<file path="config.mk">
export PLATFORM = sky130hd
export DESIGN_NAME = rvfi_trace_gen
export DESIGN_NICKNAME = d
export VERILOG_FILES = /design/src/rtl/rvfi_trace_pkg.sv /design/src/rtl/rvfi_trace_fifo.sv /design/src/rtl/rvfi_trace_gen.sv
export SDC_FILE = /design/constraint.sdc
export NUM_CORES = 2
export LEC_CHECK = 0
export ABC_AREA = 1
export CAP_MARGIN = 20
export CORE_ASPECT_RATIO = 1.5
export CORE_MARGIN = 2
export CORE_UTILIZATION = 57
export DETAILED_ROUTE_END_ITERATION = 8
export DONT_BUFFER_PORTS = 1
export PLACE_DENSITY = 0.83
export SYNTH_ARGS = -nofsm -noshare
export SYNTH_HDL_FRONTEND = slang
export SYNTH_SLANG_ARGS = --single-unit
</file>
<file path="constraint.sdc">
create_clock -name clk -period 48 [get_ports clk]
set_input_delay 7.2 -clock clk [delete_from_list [all_inputs] [get_ports clk]]
set_output_delay 7.2 -clock clk [all_outputs]
set_load 0.01 [all_outputs]
</file>
<file path="src/rtl/rvfi_trace_pkg.sv">
// Shared types and defaults for the RVFI trace generator.
// Optional feature macro: RVFI_TRACE_PC_CONT_EN (see rvfi_trace_gen.sv).
package rvfi_trace_pkg;

    localparam int unsigned XLEN_DEF  = 32;
    localparam int unsigned DEPTH_DEF = 4;
    localparam int unsigned ORDER_W   = 8;
    localparam int unsigned MASK_W    = XLEN_DEF / 8;

    // One retirement event as held in the retire buffer.
    // pend: rd value arrives later on wb_*; done: entry is ready to emit.
    typedef struct packed {
        logic [31:0]         insn;
        logic [XLEN_DEF-1:0] pc;
        logic [XLEN_DEF-1:0] next_pc;
        logic                trap;
        logic [4:0]          rs1_addr;
        logic [XLEN_DEF-1:0] rs1_rdata;
        logic [4:0]          rs2_addr;
        logic [XLEN_DEF-1:0] rs2_rdata;
        logic [4:0]          rd;
        logic [XLEN_DEF-1:0] rd_wdata;
        logic [XLEN_DEF-1:0] mem_addr;
        logic [MASK_W-1:0]   mem_rmask;
        logic [MASK_W-1:0]   mem_wmask;
        logic [XLEN_DEF-1:0] mem_wdata;
        logic [XLEN_DEF-1:0] mem_rdata;
        logic                pend;
        logic                done;
    } ret_entry_t;

    // x0 writes and trapped instructions report no rd value.
    function automatic logic [XLEN_DEF-1:0] post_rd_value(input ret_entry_t e);
        return ((e.rd == 5'd0) || e.trap) ? '0 : e.rd_wdata;
    endfunction

endpackage

</file>
<file path="src/rtl/rvfi_trace_fifo.sv">
// Retire buffer: circular FIFO of ret_entry_t with extra-bit pointers,
// full/empty flags and the oldest-incomplete search used by late writebacks.
module rvfi_trace_fifo
    import rvfi_trace_pkg::*;
#(
    parameter int unsigned DEPTH = DEPTH_DEF
) (
    input  logic                clk,
    input  logic                reset,
    input  logic                i_push,
    input  ret_entry_t          i_push_entry,
    input  logic                i_pop,
    input  logic                i_wb_valid,
    input  logic [XLEN_DEF-1:0] i_wb_rd_wdata,
    input  logic [XLEN_DEF-1:0] i_wb_mem_rdata,
    output logic                o_full,
    output logic                o_empty,
    output ret_entry_t          o_head
);

    localparam int unsigned AW = $clog2(DEPTH);

    ret_entry_t  r_mem [DEPTH];
    logic [AW:0] r_wr_ptr;
    logic [AW:0] r_rd_ptr;

    logic [AW:0]   w_count;
    logic          w_wb_hit;
    logic [AW-1:0] w_wb_idx;
    ret_entry_t    w_push_entry;

    assign w_count = r_wr_ptr - r_rd_ptr;
    assign o_empty = (r_wr_ptr == r_rd_ptr);
    assign o_full  = (w_count == (AW+1)'(DEPTH));
    assign o_head  = r_mem[r_rd_ptr[AW-1:0]];

    // Find the oldest buffered entry still waiting for its writeback.
    always_comb begin
        w_wb_hit = 1'b0;
        w_wb_idx = '0;
        for (int unsigned i = 0; i < DEPTH; i++) begin
            if (!w_wb_hit && ((AW+1)'(i) < w_count) &&
                !r_mem[r_rd_ptr[AW-1:0] + AW'(i)].done) begin
                w_wb_hit = 1'b1;
                w_wb_idx = r_rd_ptr[AW-1:0] + AW'(i);
            end
        end
    end

    // A writeback with nothing incomplete buffered completes a pending incoming entry.
    always_comb begin
        w_push_entry = i_push_entry;
        if (i_wb_valid && !w_wb_hit && i_push_entry.pend) begin
            w_push_entry.rd_wdata  = i_wb_rd_wdata;
            w_push_entry.mem_rdata = i_wb_mem_rdata;
            w_push_entry.done      = 1'b1;
        end
    end

    // Storage, pointer updates and writeback application.
    always_ff @(posedge clk or posedge reset) begin
        if (reset) begin
            r_wr_ptr <= '0;
            r_rd_ptr <= '0;
            for (int unsigned i = 0; i < DEPTH; i++) begin
                r_mem[i] <= '0;
            end
        end else begin
            if (i_push) begin
                r_mem[r_wr_ptr[AW-1:0]] <= w_push_entry;
                r_wr_ptr                <= r_wr_ptr + 1'b1;
            end
            if (i_wb_valid && w_wb_hit) begin
                r_mem[w_wb_idx].rd_wdata  <= i_wb_rd_wdata;
                r_mem[w_wb_idx].mem_rdata <= i_wb_mem_rdata;
                r_mem[w_wb_idx].done      <= 1'b1;
            end
            if (i_pop) begin
                r_rd_ptr <= r_rd_ptr + 1'b1;
            end
        end
    end

endmodule

</file>
<file path="src/rtl/rvfi_trace_gen.sv">
// Core-side RVFI producer (NRET=1): buffers retirement events until their rd
// value is known, then emits them in program order with a wrapping 8-bit order.
// Optional macro RVFI_TRACE_PC_CONT_EN adds the sticky pc_err continuity flag.
// XLEN must match the package XLEN_DEF, which sizes the buffered entry.
module rvfi_trace_gen
    import rvfi_trace_pkg::*;
#(
    parameter int unsigned XLEN  = XLEN_DEF,
    parameter int unsigned DEPTH = DEPTH_DEF
) (
    input  logic                 clk,
    input  logic                 reset,
    input  logic                 ret_valid,
    output logic                 ret_ready,
    input  logic [31:0]          ret_insn,
    input  logic [XLEN-1:0]      ret_pc,
    input  logic [XLEN-1:0]      ret_next_pc,
    input  logic                 ret_trap,
    input  logic [4:0]           ret_rs1_addr,
    input  logic [XLEN-1:0]      ret_rs1_rdata,
    input  logic [4:0]           ret_rs2_addr,
    input  logic [XLEN-1:0]      ret_rs2_rdata,
    input  logic [4:0]           ret_rd,
    input  logic [XLEN-1:0]      ret_rd_wdata,
    input  logic                 ret_wb_pend,
    input  logic [XLEN-1:0]      ret_mem_addr,
    input  logic [XLEN/8-1:0]    ret_mem_rmask,
    input  logic [XLEN/8-1:0]    ret_mem_wmask,
    input  logic [XLEN-1:0]      ret_mem_wdata,
    input  logic                 wb_valid,
    input  logic [XLEN-1:0]      wb_rd_wdata,
    input  logic [XLEN-1:0]      wb_mem_rdata,
    output logic                 rvfi_valid,
    output logic [ORDER_W-1:0]   rvfi_order,
    output logic [31:0]          rvfi_insn,
    output logic [XLEN-1:0]      rvfi_pre_pc,
    output logic [XLEN-1:0]      rvfi_post_pc,
    output logic                 rvfi_trap,
    output logic [4:0]           rvfi_rs1_addr,
    output logic [XLEN-1:0]      rvfi_rs1_rdata,
    output logic [4:0]           rvfi_rs2_addr,
    output logic [XLEN-1:0]      rvfi_rs2_rdata,
    output logic [4:0]           rvfi_rd,
    output logic [XLEN-1:0]      rvfi_post_rd,
    output logic [XLEN-1:0]      rvfi_mem_addr,
    output logic [XLEN/8-1:0]    rvfi_mem_rmask,
    output logic [XLEN/8-1:0]    rvfi_mem_wmask,
    output logic [XLEN-1:0]      rvfi_mem_rdata,
`ifdef RVFI_TRACE_PC_CONT_EN
    output logic                 pc_err,
`endif
    output logic [XLEN-1:0]      rvfi_mem_wdata
);

    logic               w_fifo_full;
    logic               w_fifo_empty;
    logic               w_accept;
    logic               w_bypass;
    logic               w_push;
    logic               w_pop;
    logic               w_emit;
    ret_entry_t         w_in_entry;
    ret_entry_t         w_head;
    ret_entry_t         w_emit_entry;
    logic [ORDER_W-1:0] r_order_cnt;

    assign ret_ready = !w_fifo_full;
    assign w_accept  = ret_valid && ret_ready;

    // Pack the incoming event; non-pending entries are complete on arrival.
    always_comb begin
        w_in_entry           = '0;
        w_in_entry.insn      = ret_insn;
        w_in_entry.pc        = ret_pc;
        w_in_entry.next_pc   = ret_next_pc;
        w_in_entry.trap      = ret_trap;
        w_in_entry.rs1_addr  = ret_rs1_addr;
        w_in_entry.rs1_rdata = ret_rs1_rdata;
        w_in_entry.rs2_addr  = ret_rs2_addr;
        w_in_entry.rs2_rdata = ret_rs2_rdata;
        w_in_entry.rd        = ret_rd;
        w_in_entry.rd_wdata  = ret_wb_pend ? '0 : ret_rd_wdata;
        w_in_entry.mem_addr  = ret_mem_addr;
        w_in_entry.mem_rmask = ret_mem_rmask;
        w_in_entry.mem_wmask = ret_mem_wmask;
        w_in_entry.mem_wdata = ret_mem_wdata;
        w_in_entry.mem_rdata = '0;
        w_in_entry.pend      = ret_wb_pend;
        w_in_entry.done      = !ret_wb_pend;
    end

    // A complete event arriving at an empty buffer is the head itself, so it is
    // emitted straight away instead of taking a round trip through storage.
    assign w_bypass     = w_accept && w_fifo_empty && !ret_wb_pend;
    assign w_push       = w_accept && !w_bypass;
    assign w_emit_entry = w_bypass ? w_in_entry : w_head;
    assign w_emit       = w_emit_entry.done && (w_bypass || !w_fifo_empty);
    assign w_pop        = w_emit && !w_bypass;

    rvfi_trace_fifo #(
        .DEPTH (DEPTH)
    ) u_fifo (
        .clk            (clk),
        .reset          (reset),
        .i_push         (w_push),
        .i_push_entry   (w_in_entry),
        .i_pop          (w_pop),
        .i_wb_valid     (wb_valid),
        .i_wb_rd_wdata  (wb_rd_wdata),
        .i_wb_mem_rdata (wb_mem_rdata),
        .o_full         (w_fifo_full),
        .o_empty        (w_fifo_empty),
        .o_head         (w_head)
    );

    // Emission register: one packet per cycle, fields hold when no packet.
    always_ff @(posedge clk or posedge reset) begin
        if (reset) begin
            r_order_cnt    <= '0;
            rvfi_valid     <= 1'b0;
            rvfi_order     <= '0;
            rvfi_insn      <= '0;
            rvfi_pre_pc    <= '0;
            rvfi_post_pc   <= '0;
            rvfi_trap      <= 1'b0;
            rvfi_rs1_addr  <= '0;
            rvfi_rs1_rdata <= '0;
            rvfi_rs2_addr  <= '0;
            rvfi_rs2_rdata <= '0;
            rvfi_rd        <= '0;
            rvfi_post_rd   <= '0;
            rvfi_mem_addr  <= '0;
            rvfi_mem_rmask <= '0;
            rvfi_mem_wmask <= '0;
            rvfi_mem_rdata <= '0;
            rvfi_mem_wdata <= '0;
        end else begin
            rvfi_valid <= w_emit;
            if (w_emit) begin
                r_order_cnt    <= r_order_cnt + 1'b1;
                rvfi_order     <= r_order_cnt;
                rvfi_insn      <= w_emit_entry.insn;
                rvfi_pre_pc    <= w_emit_entry.pc;
                rvfi_post_pc   <= w_emit_entry.next_pc;
                rvfi_trap      <= w_emit_entry.trap;
                rvfi_rs1_addr  <= w_emit_entry.rs1_addr;
                rvfi_rs1_rdata <= w_emit_entry.rs1_rdata;
                rvfi_rs2_addr  <= w_emit_entry.rs2_addr;
                rvfi_rs2_rdata <= w_emit_entry.rs2_rdata;
                rvfi_rd        <= w_emit_entry.rd;
                rvfi_post_rd   <= post_rd_value(w_emit_entry);
                rvfi_mem_addr  <= w_emit_entry.mem_addr;
                rvfi_mem_rmask <= w_emit_entry.mem_rmask;
                rvfi_mem_wmask <= w_emit_entry.mem_wmask;
                rvfi_mem_rdata <= w_emit_entry.pend ? w_emit_entry.mem_rdata : '0;
                rvfi_mem_wdata <= w_emit_entry.mem_wdata;
            end
        end
    end

`ifdef RVFI_TRACE_PC_CONT_EN
    logic            r_have_prev;
    logic            r_prev_trap;
    logic [XLEN-1:0] r_prev_next_pc;

    // Sticky flag: accepted pc must follow the previous accepted next_pc unless it trapped.
    always_ff @(posedge clk or posedge reset) begin
        if (reset) begin
            pc_err         <= 1'b0;
            r_have_prev    <= 1'b0;
            r_prev_trap    <= 1'b0;
            r_prev_next_pc <= '0;
        end else if (w_accept) begin
            if (r_have_prev && !r_prev_trap && (ret_pc != r_prev_next_pc)) begin
                pc_err <= 1'b1;
            end
            r_have_prev    <= 1'b1;
            r_prev_trap    <= ret_trap;
            r_prev_next_pc <= ret_next_pc;
        end
    end
`endif

endmodule

</file>
==> summary.md <==
| Metric | Value |
|---|---|
| Status | finished, violations left |
| Failing checks | slew limit |
| Number of synthesized flops with an enable pin | 0 |
| Clk buf depth | 3 |
| Detailed-route via count | roughly 66k |
| CP Data Arrival Time | ~11000 ps |
| Clock-pin slew on the worst setup and hold paths | 70 ps |
| Final worst slack | between 30000 and 40000 ps |
| Pwr Total | 6701 uW |
| Min-Delay Path Class | register to register |
| Die H | around 450 um |
| Setup crit start | ret_valid |
| Htree depth | 4 |
| Reg2reg start | u_fifo.r_rd_ptr[0]$_DFFE_PP0P_ |
| Min Tclk post-route | ~11000 ps |
| Worst EP required | just under 50000 ps |
| Top-count cell post-synth | nand2_1 |
| Syn Nets | 9981 |
| RSZ-0062 raised after global routing | no |
| Inst Count DP | roughly 11k |
| Share of cells above drive strength 1 | 3.944% |
| Drt total wl | 223200 um |
| Syn. warnings | 0 |
| Number of global-route vias before repair | 65.28k |
| Clock sinks | 1591 |
| Post-DRT Antenna Nets | 0 |
| First DRT Iteration DRCs | 7911 |
| Worst hold start | r_order_cnt[7]$_DFFE_PP0P_ |
| Initial Utilization | 57.30% |
| Final layout net count | 9503 |
| Top FF cell, synth | dfrtp_1 |
| Postcts setup bufs | 0 |
| CP peak stage delay | 910 ps |
| Pwr/cell area | about 85 mW/mm^2 |
| Post-synthesis cell type count | 38 |
| Syn Area/Cell | between 7 and 8 um^2 |
| Area grow syn2layout | 6.681% |
| Slew Viols, Final | 125 |
| Actual slew at the worst max-slew pin | approximately 1700 ps |
| Cell row count | around 160 |
| Post-synth top area share | between 50% and 60% |
| First-pass GRT wire length | approximately 350000 um |
| Post-synth ARST share | 100.0% |
| CP max-delay cell | buf_4 |
| Yosys reg bits | around 1.6k |
| Max Clock Skew | approximately 42 ps |
| CP Class | primary input to register |
| HPWL Detailed | roughly 120000 um |
| Crit path launch type | primary input |
| Total core area | about 0.13 mm^2 |
| Remaining DRCs | 0 |
| Top post-synthesis cells by count | nand2_1 (4177), dfrtp_1 (1591), o21ai_0 (813), nand3_1 (687), nor2_1 (529) |
| Die X-Extent | 298.8 um |
| Cell Chain, Critical Path | nand2_1 -> nor2_4 -> nand2_8 -> inv_8 -> buf_4 -> buf_4 -> nand2_1 -> nand2_1 |
| Netlist Area Pre-Place | 0.07433 mm^2 |
| Drt wl/cell | 20.33 um |
| Top cell type by total area after synthesis | dfrtp_1 |
| CP max FO | between 100 and 150 |
| Cell family with most CP delay | buffers and inverters |
| Post-CTS Hold Buffers | 0 |
| Largest cells by area after synthesis | dfrtp_1 (54%), nand2_1 (21%), o21ai_0 (5.5%) |
| Worst slew margin | -13.96% |
| Most common cell type on the critical path | nand2_1 |
| Achievable Freq | approximately 0.094 GHz |
| Register area share after synthesis | 53.56% |
| Max Cap Viol | 0 |
| # resized after CTS | 0 |
| Worst vdd ir | 0.00008184 V |
| Dpl ws | 35870 ps |
| Final Wtd Congestion | slightly below 0.9 |
| I/O pins | approximately 670 |
| Hold Violations, Final | 0 |
| Pin count of the biggest net entering global routing | around 280 |
| Initial antenna violation count | 7 |
| Port Buffers | 0 |
| Synthesized instance count | ~9.6k |
| Fin crit share | ~22% |
| TritonCTS buffer count | 150 |
| Detailed Routing Iterations Pass 1 | 9 |
| Setup_tns | 0 ps |
| Final Instance Count excl. Fillers | 10.98k |
| Die ar. | around 0.13 mm^2 |
| Via density | 6.021 |
| Total track usage | about a third |
| Clk Latency, worst-skew pair | 820 ps |
| Grt ovf | 0 |
| Critical path capture point type | register |
| Worst path bufs/invs | 3 |
| Root buf cell | clkbuf_16 |
| Setup violations, final | 0 |
| CTS tree | done |
| Leak Pwr | about 0.040 uW |
[cell families (layout without fill, tap and decap cells)]
family,count (synthesis),after routing,synth area share (%)
buffers and inverters,1052,683,6.138
flip-flops,1591,1591,53.56
AND/OR/NAND/NOR,5455,5455,29.02
other,0,4,0
XOR/XNOR,10,10,0.1178
AO/OA/AOI/OAI,1506,1506,11.00
adder cells (fa/ha/maj),9,9,0.1616
[where the power goes]
part / leakage [uW] / switching (uW) / internal [uW] / total [uW]
Sequential: 0.0199 / 442 / 1990 / 2430
Clock: 0.00250 / 528 / 706 / 1230
Combinational: 0.0174 / 2130 / 905 / 3030
Total: 0.0398 / 3100 / 3600 / 6700
[cell type report]
cell class                 count  area [um^2]
fill                       10667        50430
timing repair buffer          76        835.8
clock buffer                 206         4359
clock inverter                55        704.4
tap                         1722         2155
multi-input combinational   6980        30020
sequential                  1591        39820
antenna                        4        10.01
inverter                     346         1386
[layer usage]
layer / up-vias / routed length, um / GRT usage, %
met5: - / 45 / 0
met4: 6 / 12890 / 19.45
met3: 760 / 26010 / 9.315
met2: 3811 / 104600 / 53.40
met1: 31846 / 79700 / 39.05
li1: 29693 / - / -
[placed cells by master (no fill, tap or decap), types with 31 or more instances in the layout]
| cell | netlist | routed |
|---|---|---|
| a21oi_1 | 471 | 471 |
| a22o_1 | 31 | 31 |
| a32o_1 | 33 | 33 |
| buf_4 | 41 | 59 |
| clkbuf_16 | 0 | 154 |
| clkbuf_8 | 0 | 31 |
| dfrtp_1 | 1591 | 1589 |
| inv_1 | 332 | 328 |
| nand2_1 | 4177 | 4174 |
| nand3_1 | 687 | 687 |
| nand4_1 | 35 | 35 |
| nor2_1 | 529 | 529 |
| o211ai_1 | 32 | 32 |
| o21ai_0 | 813 | 813 |
| o22ai_1 | 66 | 66 |
[path summary, 6_finish.rpt]
kind / end / slack, ps / cells after the start
worst max-delay path: register / 37350 / 8
worst min register to register: r_order_cnt[7]$_DFFE_PP0P_ / 470 / 1
worst max register to register: register / 41670 / 13
min in group asynchronous: asynchronous set/reset pin / 6380 / 1
worst min-delay path: r_order_cnt[7]$_DFFE_PP0P_ / 470 / 1
max in group asynchronous: rvfi_post_rd[20]$_DFFE_PP0P_ / 37480 / 8
[worst register-to-register path, stage by stage, from the launching register on]
cell     delay [ps]
dfrtp_4         930
ha_1            300
fa_1            460
nand2_1          90
inv_1            60
nand2_2         190
nand2_1         240
nor2_4          410
nand2_8         470
inv_8           790
buf_4          1070
buf_4           940
nand2_1         230
nand2_1         110
[through the flow]
stage / hold WS (ps) / instance area [um^2] / utilization [%]
2_1_floorplan: 443.6 / 74330 / -
3_3_place_gp: 455.9 / 74010 / 57.05
3_5_place_dp: 460.3 / 74010 / 57.05
4_1_cts: 474.9 / 79070 / 60.95
5_1_grt: 496.1 / 79290 / 61.12
6_report: 471.3 / 79290 / 61.12
(Power assumes the default switching activity.)
